--- src/rtl/uart_tx_fifo.sv ---
// uart_tx_fifo: UART transmitter fed by a small synchronous FIFO.
// Frame: start(0), DATA_BITS data LSB first, optional parity, STOP_BITS stop(1).
// Optional feature macro: UART_TX_PARITY_EN (adds the PARITY state; without it
// parity_mode is accepted but ignored and frames never carry a parity bit).
module uart_tx_fifo #(
    parameter int CLKS_PER_BIT = 868,
    parameter int DATA_BITS    = 8,
    parameter int STOP_BITS    = 1,
    parameter int FIFO_DEPTH   = 4
) (
    input  logic                          clk,
    input  logic                          rst,
    input  logic                          s_valid,
    output logic                          s_ready,
    input  logic [DATA_BITS-1:0]          s_data,
    input  logic [1:0]                    parity_mode,
    output logic                          tx_out,
    output logic                          tx_busy,
    output logic [$clog2(FIFO_DEPTH):0]   fifo_count
);

    localparam int AW = $clog2(FIFO_DEPTH);
    localparam int CW = AW + 1;

    localparam logic [15:0] BIT_LAST  = 16'(CLKS_PER_BIT - 1);
    localparam logic [2:0]  DATA_LAST = 3'(DATA_BITS - 1);
    localparam logic [2:0]  STOP_LAST = 3'(STOP_BITS - 1);

    localparam logic [2:0] IDLE   = 3'd0;
    localparam logic [2:0] START  = 3'd1;
    localparam logic [2:0] DATA   = 3'd2;
`ifdef UART_TX_PARITY_EN
    localparam logic [2:0] PARITY = 3'd3;
`endif
    localparam logic [2:0] STOP   = 3'd4;

    // FIFO storage and pointers
    logic [DATA_BITS-1:0] mem_q [FIFO_DEPTH];
    logic [AW-1:0]        wr_ptr_q, wr_ptr_d, rd_ptr_q, rd_ptr_d;
    logic [CW-1:0]        count_q, count_d;
    logic                 push, pop, fifo_empty;
    logic [DATA_BITS-1:0] head;

    // Transmitter state
    logic [2:0]           state_q, state_d;
    logic [15:0]          clk_cnt_q, clk_cnt_d;
    logic [2:0]           bit_cnt_q, bit_cnt_d;
    logic [DATA_BITS-1:0] shreg_q, shreg_d;
    logic                 tx_out_q, tx_out_d;
    logic                 bit_done, load;
`ifdef UART_TX_PARITY_EN
    logic                 par_en_q, par_en_d;
    logic                 par_bit_q, par_bit_d;
`else
    logic                 unused_parity;
    assign unused_parity = ^parity_mode;
`endif

    assign s_ready    = (count_q != CW'(FIFO_DEPTH));
    assign push       = s_valid && s_ready;
    assign fifo_empty = (count_q == '0);
    assign head       = mem_q[rd_ptr_q];
    assign bit_done   = (clk_cnt_q == BIT_LAST);

    assign tx_out     = tx_out_q;
    assign tx_busy    = (state_q != IDLE);
    assign fifo_count = count_q;

    // FIFO pointer/occupancy next-state; pointers wrap naturally (power-of-2 depth)
    always_comb begin
        wr_ptr_d = wr_ptr_q + AW'(push);
        rd_ptr_d = rd_ptr_q + AW'(pop);
        count_d  = count_q + CW'(push) - CW'(pop);
    end

    // Frame sequencer: tx_out_d is the value the line takes after the next edge
    always_comb begin
        state_d   = state_q;
        clk_cnt_d = clk_cnt_q;
        bit_cnt_d = bit_cnt_q;
        shreg_d   = shreg_q;
        tx_out_d  = tx_out_q;
        load      = 1'b0;
        pop       = 1'b0;
`ifdef UART_TX_PARITY_EN
        par_en_d  = par_en_q;
        par_bit_d = par_bit_q;
`endif
        if (state_q != IDLE) clk_cnt_d = bit_done ? '0 : clk_cnt_q + 16'd1;

        case (state_q)
            IDLE: begin
                if (!fifo_empty) load = 1'b1;
            end
            START: begin
                if (bit_done) begin
                    state_d   = DATA;
                    bit_cnt_d = '0;
                    tx_out_d  = shreg_q[0];
                    shreg_d   = shreg_q >> 1;
                end
            end
            DATA: begin
                if (bit_done) begin
                    if (bit_cnt_q == DATA_LAST) begin
                        bit_cnt_d = '0;
`ifdef UART_TX_PARITY_EN
                        if (par_en_q) begin
                            state_d  = PARITY;
                            tx_out_d = par_bit_q;
                        end else begin
                            state_d  = STOP;
                            tx_out_d = 1'b1;
                        end
`else
                        state_d  = STOP;
                        tx_out_d = 1'b1;
`endif
                    end else begin
                        bit_cnt_d = bit_cnt_q + 3'd1;
                        tx_out_d  = shreg_q[0];
                        shreg_d   = shreg_q >> 1;
                    end
                end
            end
`ifdef UART_TX_PARITY_EN
            PARITY: begin
                if (bit_done) begin
                    state_d   = STOP;
                    bit_cnt_d = '0;
                    tx_out_d  = 1'b1;
                end
            end
`endif
            STOP: begin
                if (bit_done) begin
                    if (bit_cnt_q == STOP_LAST) begin
                        // chain straight into the next start bit when data waits
                        if (!fifo_empty) begin
                            load = 1'b1;
                        end else begin
                            state_d  = IDLE;
                            tx_out_d = 1'b1;
                        end
                    end else begin
                        bit_cnt_d = bit_cnt_q + 3'd1;
                    end
                end
            end
            default: begin
                state_d  = IDLE;
                tx_out_d = 1'b1;
            end
        endcase

        if (load) begin
            pop       = 1'b1;
            state_d   = START;
            clk_cnt_d = '0;
            bit_cnt_d = '0;
            shreg_d   = head;
            tx_out_d  = 1'b0;
`ifdef UART_TX_PARITY_EN
            // parity mode is captured with the word so mid-frame changes are inert
            par_en_d  = (parity_mode == 2'b01) || (parity_mode == 2'b10);
            par_bit_d = (^head) ^ parity_mode[1];
`endif
        end
    end

    // FIFO data array; contents need no reset since occupancy gates reads
    always_ff @(posedge clk) begin
        if (push) mem_q[wr_ptr_q] <= s_data;
    end

    // State registers; reset aborts any frame and empties the FIFO
    always_ff @(posedge clk or posedge rst) begin
        if (rst) begin
            wr_ptr_q  <= '0;
            rd_ptr_q  <= '0;
            count_q   <= '0;
            state_q   <= IDLE;
            clk_cnt_q <= '0;
            bit_cnt_q <= '0;
            shreg_q   <= '0;
            tx_out_q  <= 1'b1;
`ifdef UART_TX_PARITY_EN
            par_en_q  <= 1'b0;
            par_bit_q <= 1'b0;
`endif
        end else begin
            wr_ptr_q  <= wr_ptr_d;
            rd_ptr_q  <= rd_ptr_d;
            count_q   <= count_d;
            state_q   <= state_d;
            clk_cnt_q <= clk_cnt_d;
            bit_cnt_q <= bit_cnt_d;
            shreg_q   <= shreg_d;
            tx_out_q  <= tx_out_d;
`ifdef UART_TX_PARITY_EN
            par_en_q  <= par_en_d;
            par_bit_q <= par_bit_d;
`endif
        end
    end

endmodule

--- config.mk ---
export PLATFORM = sky130hd
export DESIGN_NAME = uart_tx_fifo
export DESIGN_NICKNAME = d
export VERILOG_FILES = /design/src/rtl/uart_tx_fifo.sv
export SDC_FILE = /design/constraint.sdc
export NUM_CORES = 1
export LEC_CHECK = 0
export CAP_MARGIN = 20
export CORE_ASPECT_RATIO = 2
export CORE_UTILIZATION = 30
export CTS_CLUSTER_DIAMETER = 80
export DETAILED_ROUTE_END_ITERATION = 6
export DONT_BUFFER_PORTS = 1
export SYNTH_ARGS = -nofsm -noshare
export SYNTH_HDL_FRONTEND = slang
export SYNTH_SLANG_ARGS = --single-unit
export TNS_END_PERCENT = 30
--- constraint.sdc ---
create_clock -name clk -period 3 [get_ports clk]
set_input_delay 0.6 -clock clk [delete_from_list [all_inputs] [get_ports clk]]
set_output_delay 0.6 -clock clk [all_outputs]
set_load 0.02 [all_outputs]
==> flow_metrics.py <==
metrics = {
    "cts": {
        "cts_sinks": 70,
        "hold_buffers": 0,
        "cts_tree": "done",
        "htreeDepth": 3,
        "post_cts_resized": 0,
        "cts_buffers": 9,
        "cts_buffer_depth": 2,
        "path_clk_slew_ps": 60,
        "cts_root_buffer": "clkbuf_16",
        "post_cts_buffers": 0,
        "clk_latency_ps": 330,
    },
    "routing": {
        "routed-via-count": 2182,
        "via_per_inst": 5.039,
        "wl_per_cell_um": 15.59,
        "finalWirelength_um": 6751,
        "ant_nets": 0,
        "drtIter0Drc": 89,
        "route.detailed.drc": 0,
        "detail_route.first_pass.iterations": 4,
    },
    "global_routing": {
        "gr-usage-all-layers_pct": 12.88,
        "grt_first_pass_wirelength_um": 11450,
        "grt_start_max_net_pins": 39,
        "grt_pass1_vias": 2335,
        "antenna_found_initial": 0,
        "grt-ovfl-total": 0,
    },
    "timing": {
        "tightest_slew_ps": 789.8,
        "setup_tns_ps": 0,
        "skew_ps": 7.369,
        "layout_min_cycle_time_ps": 2749,
        "finalHoldViolations": 0,
        "setup_viol": 0,
        "fin_crit_sh_pct": 91.64,
        "slew_viol_final": 0,
        "fmax_ghz": 0.3637,
        "relSlewSlack_pct": 47.15,
        "rsz0062_at_grt": "no",
    },
    "finish": {
        "nFillCells": 1082,
        "design_area_um2": 3895,
        "area_delta_synth_final_pct": 14.32,
        "antenna_cells": 0,
        "layout-drive-gt1-share_pct": 16.72,
        "nets": 309,
    },
    "worst_setup_path": {
        "worst-path-max-fanout": 10,
        "required_ps": 3250,
        "path_cells": "ha_1 > nor3b_2 > nand4_2 > o21ai_2 > and2_2 > ha_1 > inv_1 > ha_1 > fa_1 > xnor2_1 > xnor2_1",
        "regToRegStartpoint": "clk_cnt_q[0]",
        "timing.rr.end": "fifo_count[2]",
        "endpoint_kind": "flop",
        "cp-start-kind": "flop",
        "worstSetupStartpoint": "clk_cnt_q[0]",
        "path_delay_family": "adder cells",
        "critical_path_class": "flop to flop",
        "critPathMaxStageDelay_ps": 410,
        "worstPathArrival_ps": 3000,
        "r2r_cells": 11,
        "r2r_slack_ps": 250,
        "path_common_cell": "ha_1",
        "worst-path-buf-inv": 1,
        "crit_slowest_cell": "dfrtp_1",
    },
    "yosys": {
        "synth_top_area_share_pct": 28.20,
        "synth-edff-count": 32,
        "syn-num-nets": 301,
        "syn_area_per_cell_um2": 12.17,
        "async_flop_share_pct": 54.29,
        "synth_area_um2": 3407,
        "synthDistinctLibCells": 56,
        "synth_cells": 280,
        "yosysSeqAreaShare_pct": 56.15,
        "yosysTopAreaCell": "edfxtp_1",
        "yosys_most_used_dff": "dfrtp_1",
        "synth_seq_cells": 70,
        "yosys-top-cells-area": "edfxtp_1 (28%), dfrtp_1 (27%), mux4_2 (4.6%), ha_1 (2.6%), o21ai_0 (2.4%)",
        "ys_warn_count": 0,
    },
    "die": {
        "die_y_um": 152.7,
        "pin_count": 19,
        "die_x_um": 77.36,
        "fp.coreArea_um2": 10950,
        "start_util_pct": 31.13,
        "rows": 54,
        "die_area_um2": 11810,
    },
    "run": {
        "max-cap-violations": 0,
    },
    "run_status": {
        "status": "finished, final reports clean",
    },
    "min_path": {
        "hp-class": "input pin to asynchronous set/reset pin",
    },
    "place": {
        "dpl_cell_area_um2": 3562,
        "portBuffers": 0,
        "routabilityCongestion": 0.8355,
        "dp_hpwl_um": 4936,
    },
    "pwr": {
        "power.leakage_nw": 1.552,
        "power_mw": 2.668,
        "vdd_ir_drop_max_mv": 0.5405,
        "power.density_nw_per_um2": 684.9,
    },
}
cells in the mapped netlist, types with 2 or more instances:
cell      count
and4_1        2
a21oi_1      10
nand2_1      21
clkbuf_1      3
xor2_1        7
ha_1          7
nor3_1       10
nand4_1       4
nor2_1       11
dfrtp_1      37
buf_4         3
nand2b_1      2
mux4_2        7
xnor2_1       5
clkbuf_8      3
nor4_2        2
mux2_2        2
o21ai_0      16
mux2i_1       7
edfxtp_1     32
nor2b_1       3
inv_1        15
and3_1        2
o21ai_1      11
nor4b_1       2
nand3_1      15
a22o_1        3
or3_1         5
and2_1        2
o31ai_1       2
buf_2         4
registers in the layout (all words and copies together) (netlist names):
register and flops:
wr_ptr_q 2, clk_cnt_q 16, bit_cnt_q 3, mem_q 32, tx_out 1, shreg_q 8
state_q 3, rd_ptr_q 2, fifo_count 3
area by class of cell:
class	instances	area, um2	area share, %
Timing Repair Buffer	12	90.09	2.313
Clock buffer	10	239.0	6.136
Clock inverter	6	93.84	2.409
Multi-Input combinational cell	180	1328	34.08
Tap cell	140	175.2	4.497
Inverter	15	56.30	1.446
Sequential cell	70	1913	49.12
placed cells by master, fill, tap and decap left out, types with 3 or more instances in the layout:
cell type	n
nor3_1	10
edfxtp_1	32
a22o_1	3
nand2_1	21
xnor2_1	5
dfrtp_1	37
buf_4	12
o21ai_1	11
clkbuf_16	9
or3_1	5
mux2i_1	7
xor2_1	7
nand4_1	4
nand3_1	15
nor2_1	11
mux4_2	7
inv_1	15
o21ai_0	16
nor2b_1	3
ha_1	7
a21oi_1	10
logic make-up (layout without fill, tap and decap cells):
| kind of cell | after synthesis | count (layout) | share of synthesized area, % |
|---|---|---|---|
| compound gates | 51 | 51 | 8.851 |
| xor+xnor | 12 | 12 | 3.085 |
| fa+ha+maj | 8 | 8 | 3.158 |
| buf+inv | 30 | 43 | 4.884 |
| flops | 70 | 70 | 56.15 |
| mux | 17 | 17 | 8.116 |
| simple gates | 92 | 92 | 15.76 |
per-layer routing:
metal,GRT usage [%],vias to the layer above,routed length (um)
li1,-,1042,-
met1,12.08,1085,2405
met2,23.94,38,3906
met3,3.593,17,184
met4,7.727,0,255
met5,0,-,0
worst max-delay path by stage:
| stage | to | slack [ps] | depth (start not counted) |
|---|---|---|---|
| 2_1_floorplan | fifo_count[2] | 310 | 11 |
| 5_1_grt | fifo_count[2] | 9 | 11 |
| 6_report | fifo_count[2] | 250 | 11 |
| 3_5_place_dp | fifo_count[2] | 240 | 11 |
| 4_1_cts | fifo_count[2] | 220 | 11 |
| 3_3_place_gp | fifo_count[2] | 290 | 11 |
stage by stage:
stage	cells	utilization, %	setup slack (ps)	hold WS, ps
floorplan	280	-	308.2	483.2
global placement	417	32.54	287.5	523.5
detailed placement	417	32.54	243.5	529.2
CTS	433	35.59	224.8	289.7
global route	433	35.59	8.985	332.3
finish	433	35.59	250.8	275.8
power breakdown:
group / internal (mW) / switching [mW]
clock: 0.755 / 0.405
combinational: 0.123 / 0.184
sequential: 1.14 / 0.0615
total: 2.02 / 0.650
(Power assumes the default switching activity.)
